File: config.mk
export PLATFORM = sky130hd
export DESIGN_NAME = prim_pad_attr_ctrl
export DESIGN_NICKNAME = d
export VERILOG_FILES = /design/src/rtl/prim_pad_attr_ctrl.sv
export SDC_FILE = /design/constraint.sdc
export NUM_CORES = 1
export LEC_CHECK = 0
export CELL_PAD_IN_SITES_DETAIL_PLACEMENT = 0
export CELL_PAD_IN_SITES_GLOBAL_PLACEMENT = 1
export CORE_UTILIZATION = 31
export CTS_BUF_LIST = sky130_fd_sc_hd__clkbuf_16
export CTS_CLUSTER_SIZE = 28
export DETAILED_ROUTE_END_ITERATION = 16
export PLACE_DENSITY_LB_ADDON = 0.1
export SYNTH_ARGS = -nofsm -noshare
export SYNTH_HDL_FRONTEND = slang
export SYNTH_SLANG_ARGS = --single-unit
export TNS_END_PERCENT = 5
File: constraint.sdc
create_clock -name clk_i -period 2.75 [get_ports clk_i]
set_clock_uncertainty 0.1 [all_clocks]
set_input_delay 0.275 -clock clk_i [delete_from_list [all_inputs] [get_ports clk_i]]
set_output_delay 0.275 -clock clk_i [all_outputs]
set_load 0.02 [all_outputs]
File: src/rtl/prim_pad_attr_ctrl.sv
// prim_pad_attr_ctrl: sequences masked per-pad attribute writes, settle gaps and re-strobe sweeps.
// Optional macro PRIM_PAD_ATTR_CTRL_ERR_EN: out-of-range error pulse plus onehot0 strobe check.
module prim_pad_attr_ctrl #(
  parameter int NumPads      = 16,
  parameter int AttrDw       = 13,
  parameter int SettleCycles = 4,
  localparam int IdxW        = $clog2(NumPads)
) (
  input  logic                      clk_i,
  input  logic                      rst_ni,
  input  logic [NumPads*AttrDw-1:0] warl_i,
  input  logic                      req_valid_i,
  output logic                      req_ready_o,
  input  logic [IdxW-1:0]           req_idx_i,
  input  logic [AttrDw-1:0]         req_attr_i,
  input  logic                      sweep_req_i,
  input  logic [IdxW-1:0]           rd_idx_i,
  output logic [AttrDw-1:0]         rd_attr_o,
  output logic [NumPads*AttrDw-1:0] attr_o,
  output logic [NumPads-1:0]        attr_upd_o,
  output logic                      busy_o,
  output logic                      err_o
);

  localparam int CntW =
    (SettleCycles > 0) ? $clog2(SettleCycles + 1) : 1;
  localparam logic [CntW-1:0] CntInit = CntW'(SettleCycles);
  localparam logic [CntW-1:0] CntOne  = CntW'(1);
  localparam logic [IdxW-1:0] LastIdx = IdxW'(NumPads - 1);
  localparam logic [IdxW:0]   PadsW   = (IdxW + 1)'(NumPads);

  typedef enum logic [1:0] {
    IDLE,
    SETTLE,
    SWEEP
  } state_e;

  state_e                    state_q, state_d;
  logic [CntW-1:0]           cnt_q, cnt_d;
  logic [IdxW-1:0]           sidx_q, sidx_d;
  logic [NumPads*AttrDw-1:0] attr_q, attr_d;
  logic [NumPads-1:0]        upd_q, upd_d;
  logic                      pend_q, pend_d;
  logic                      accept;
  logic                      in_rng;

  assign req_ready_o = (state_q == IDLE) && !pend_q;
  assign accept      = req_valid_i && req_ready_o;
  assign in_rng      = {1'b0, req_idx_i} < PadsW;
  assign attr_o      = attr_q;
  assign attr_upd_o  = upd_q;
  assign busy_o      = (state_q != IDLE) || pend_q;

  // Next-state: masked writes, settle countdown, sweep walk.
  always_comb begin
    state_d = state_q;
    cnt_d   = cnt_q;
    sidx_d  = sidx_q;
    attr_d  = attr_q;
    upd_d   = '0;
    pend_d  = pend_q | sweep_req_i;
    unique case (state_q)
      IDLE: begin
        if (accept) begin
          for (int i = 0; i < NumPads; i++) begin
            if (in_rng && req_idx_i == IdxW'(i)) begin
              attr_d[i*AttrDw +: AttrDw] =
                req_attr_i & warl_i[i*AttrDw +: AttrDw];
              upd_d[i] = 1'b1;
            end
          end
          if (in_rng && SettleCycles > 0) begin
            state_d = SETTLE;
            cnt_d   = CntInit;
          end
        end else if (pend_q) begin
          state_d = SWEEP;
          sidx_d  = '0;
          pend_d  = sweep_req_i;
        end
      end
      SETTLE: begin
        if (cnt_q <= CntOne) begin
          state_d = IDLE;
        end else begin
          cnt_d = cnt_q - 1'b1;
        end
      end
      SWEEP: begin
        for (int i = 0; i < NumPads; i++) begin
          if (sidx_q == IdxW'(i)) upd_d[i] = 1'b1;
        end
        if (sidx_q == LastIdx) begin
          if (SettleCycles > 0) begin
            state_d = SETTLE;
            cnt_d   = CntInit;
          end else begin
            state_d = IDLE;
          end
        end else begin
          sidx_d = sidx_q + 1'b1;
        end
      end
      default: state_d = IDLE;
    endcase
  end

  // State and output registers with synchronous reset.
  always_ff @(posedge clk_i) begin
    if (!rst_ni) begin
      state_q <= IDLE;
      cnt_q   <= '0;
      sidx_q  <= '0;
      attr_q  <= '0;
      upd_q   <= '0;
      pend_q  <= 1'b0;
    end else begin
      state_q <= state_d;
      cnt_q   <= cnt_d;
      sidx_q  <= sidx_d;
      attr_q  <= attr_d;
      upd_q   <= upd_d;
      pend_q  <= pend_d;
    end
  end

  // Readback mux; out-of-range index reads zero.
  always_comb begin
    rd_attr_o = '0;
    for (int i = 0; i < NumPads; i++) begin
      if (rd_idx_i == IdxW'(i)) begin
        rd_attr_o = attr_q[i*AttrDw +: AttrDw];
      end
    end
  end

`ifdef PRIM_PAD_ATTR_CTRL_ERR_EN
  logic err_q;

  // Error pulse one cycle after an out-of-range accept.
  always_ff @(posedge clk_i) begin
    if (!rst_ni) begin
      err_q <= 1'b0;
    end else begin
      err_q <= accept && !in_rng;
    end
  end

  assign err_o = err_q;

  // At most one pad strobed per cycle.
  always_ff @(posedge clk_i) begin
    if (rst_ni) begin
      assert ($onehot0(upd_q));
    end
  end
`else
  assign err_o = 1'b0;
`endif

endmodule

==> out/metrics.csv, run 1 <==
metric,value,unit
drive_gt1_frac,0.136,
viasPerCell,5.38,
drv_slew,0,
ys_seq_area_frac,0.407,
cts-buffers-inserted,27,
syn_inst,1390,
status,"complete, no violations",
design_area,18500,um2
dp_hpwl,47400,um
synth_top_cell_by_area,dfxtp_1,
setup_viol,0,
leakagePower,6.41,nW
avgSynthCellArea,8.27,um2
place_area,17700,um2
cts.sinks,234,
rsz0062_at_grt,true,
end_kind,primary output,
finalHoldViolCount,0,
port_buffers,471,
ys_ff_latch,234,
critPathArrivalTime,2.37,ns
drtIter0Drc,939,
crit_path_frequent_cell,buf_4,
cts_buffer_depth,3,
via_count,13000,
yosysUniqueCellTypes,67,
io_pins,473,
htreeDepth,1,
path_buf_inv,5,
final.period_utilization,0.997,
r2r_start,state_q[1]$_SDFFE_PN0P_,
worst_pin_slew,0.813,ns
grt_pass1_vias,12700,
hold_buffers,0,
cpLargestDelayFamily,buffers and inverters,
drcViolationCount,0,
fin_util,0.506,
cts_tree,built,
synth_area,11500,um2
yosys.area.top_type_share,0.407,
holdPathEnd,attr_o[149]$_SDFFE_PN0P_,
drtPass1Iterations,6,
crit_chain,clkdlybuf4s50_1 -> buf_4 -> buf_4 -> nor2_1 -> buf_4 -> a32o_1 -> o22ai_1 -> a32o_2 -> a22oi_1 -> buf_4,
finalWirelength,61200,um
grt_max_degree,91,
path_clk_slew,0.06,ns
cts_root_buf,clkbuf_16,
instances_no_fill,2409,
yosysWarnings,0,
synthFlopType,dfxtp_1,
gp_congestion,0.905,
worstSetupStartpointType,primary input,
syn-num-nets,1629,
p_total,7.95,mW
fin_crit,2.74,ns
finalSetupTns,0,ns
critical_path_class,primary input to primary output,
cp_max_fo,10,
floorplan.initialDensity,0.315,
yosys-top-cells-area,"dfxtp_1, a21boi_0, nand3_1",
fillers,3439,
grt-ovfl-total,0,
synth_edf_count,0,
cap_violations,0,
cts_setup_buffers,0,
area_growth,60.8,%
max-vdd-ir-drop,420,uV
grt_pass1_wl,88200,um
fp.dieH,195,um
avgRoutedWirePerCell,25.4,um
dp.cells,2359,
async_reset_ff_frac,0,
core_area,36500,um2
whs,0.0876,ns
post-place-ws,-0.317,ns
final_nets,2159,
r2r_cells,6,
hold_class,primary input to flop,
postRouteAntennaNets,0,
grt_antenna_before_repair,3,
setup_slack,0.00698,ns
slew-limit-headroom,0.456,
r2r-end,attr_o[14]$_SDFFE_PN0P_,
slowest_stage,clkdlybuf4s50_1,
timing.fmax,365,MHz
ff2ff_setup_slack,0.44,ns
timing.hold.worst_path_depth,2,
slowest_delay,0.47,ns
placementRows,70,
min_from,rst_ni,
die-width,195,um
p_per_area,430,nW/um2
clock_latency,0.55,ns
die_area,37900,um2
grt_usage,0.315,
required,2.38,ns
-- logic make-up (layout without fill, tap and decap cells) --
logic type	Yosys count	count (layout)	share of synthesized area
AO/OA/AOI/OAI	375	375	0.236
XOR/XNOR	2	2	0.00152
adder cells (fa/ha/maj)	6	6	0.00653
buffers and inverters	139	687	0.0511
flip-flops	234	234	0.407
multiplexers	50	50	0.0586
other	1	4	0.000326
AND/OR/NAND/NOR	583	583	0.238
-- cell type report --
type                    count  area (um2)  share of cell area
multi-input cells        1017        6320               0.342
well taps                 468         586              0.0317
flip-flops and latches    234        4690               0.254
inverters                  17        63.8             0.00345
clock buffers              27         676              0.0365
clock inverters            20         108             0.00582
diodes                      3        7.51            0.000406
repair buffers            623        6040               0.327
-- power breakdown --
group | internal, mW | switching, mW | total [mW] | leakage [nW]
clock network | 1.85 | 1.48 | 3.32 | 0.407
logic | 0.605 | 0.579 | 1.18 | 4.12
registers | 3.41 | 0.0279 | 3.44 | 1.89
-- cell usage after synthesis (5+ instances only) --
cell	count
o21a_1	7
mux4_2	13
and2_1	8
nand2b_1	10
nand3_2	10
mux2i_1	28
mux2_2	9
a221oi_1	12
o211ai_1	6
a21boi_0	157
o21ai_0	42
o22ai_1	8
ha_1	6
inv_1	16
nor2_1	39
a21boi_2	10
a22oi_1	5
nor2b_1	12
buf_2	23
a21oi_1	34
nand3_1	215
buf_1	9
a21boi_1	42
nor3_1	12
nand2_1	253
a22o_1	5
clkbuf_1	83
a211oi_1	7
dfxtp_1	234
a32o_1	5
-- layer usage --
metal / GRT usage / wire [um] / vias to the layer above / part of all wire
met1: 0.421 / 26500 / 6259 / 0.43
met3: 0.0587 / 4840 / 102 / 0.079
met5: 0 / 0 / - / 0
li1: - / - / 5992 / -
met4: 0.0961 / 1810 / 0 / 0.030
met2: 0.513 / 28100 / 609 / 0.46
-- how the worst max path moves through the flow --
| stage | from | end | slack [ns] | cells after the start |
|---|---|---|---|---|
| 2_1_floorplan | rd_idx_i[0] | rd_attr_o[9] | 0.19 | 7 |
| 3_3_place_gp | rd_idx_i[3] | rd_attr_o[3] | -0.32 | 11 |
| 3_5_place_dp | rd_idx_i[3] | rd_attr_o[3] | -0.32 | 11 |
| 4_1_cts | attr_o[43]$_SDFFE_PN0P_ | rd_attr_o[4] | -0.09 | 6 |
| 5_1_grt | rd_idx_i[3] | rd_attr_o[7] | -0.05 | 10 |
| 6_report | rd_idx_i[3] | rd_attr_o[7] | 0.007 | 10 |
-- flip-flops by register name (all words and copies together), names as in the netlist --
signal / flops
attr_o: 208
attr_upd_o: 16
sidx_q: 4
cnt_q: 3
state_q: 2
pend_q: 1
-- timing repair --
item | in CTS | in global routing
endpoints found under the setup margin | 8 | 10
pin swaps | 1 | 3
cloned | 0 | 0
gates resized for setup | 17 | 19
-- cell usage in the layout, fill, tap and decap left out, types with 8 or more instances in the layout --
cell type and instances:
inv_1 21, nand2_1 253, clkinv_1 10, nor3_1 9
nand3_1 215, a21boi_2 10, nor2b_1 12, nand2b_1 9
mux2i_1 28, clkbuf_16 27, a21oi_1 34, o21ai_0 39
buf_12 18, mux2_2 9, dfxtp_1 230, mux4_2 13
nand3_2 10, a21boi_1 42, o22ai_1 8, clkdlybuf4s50_1 454
a221oi_1 12, buf_4 141, a21boi_0 157, and2_1 8
nor2_1 39
Power figures use the tool's default switching activity.
==> run 2: changes to the inputs <==
--- a/config.mk
+++ b/config.mk
@@ -5,6 +5,7 @@
 export SDC_FILE = /design/constraint.sdc
 export NUM_CORES = 1
 export LEC_CHECK = 0
+export ABC_AREA = 0
 export CELL_PAD_IN_SITES_DETAIL_PLACEMENT = 0
 export CELL_PAD_IN_SITES_GLOBAL_PLACEMENT = 1
 export CORE_UTILIZATION = 31
==> results of run 2 <==
Final layout, timing and power as in run 1 (identical DEF).
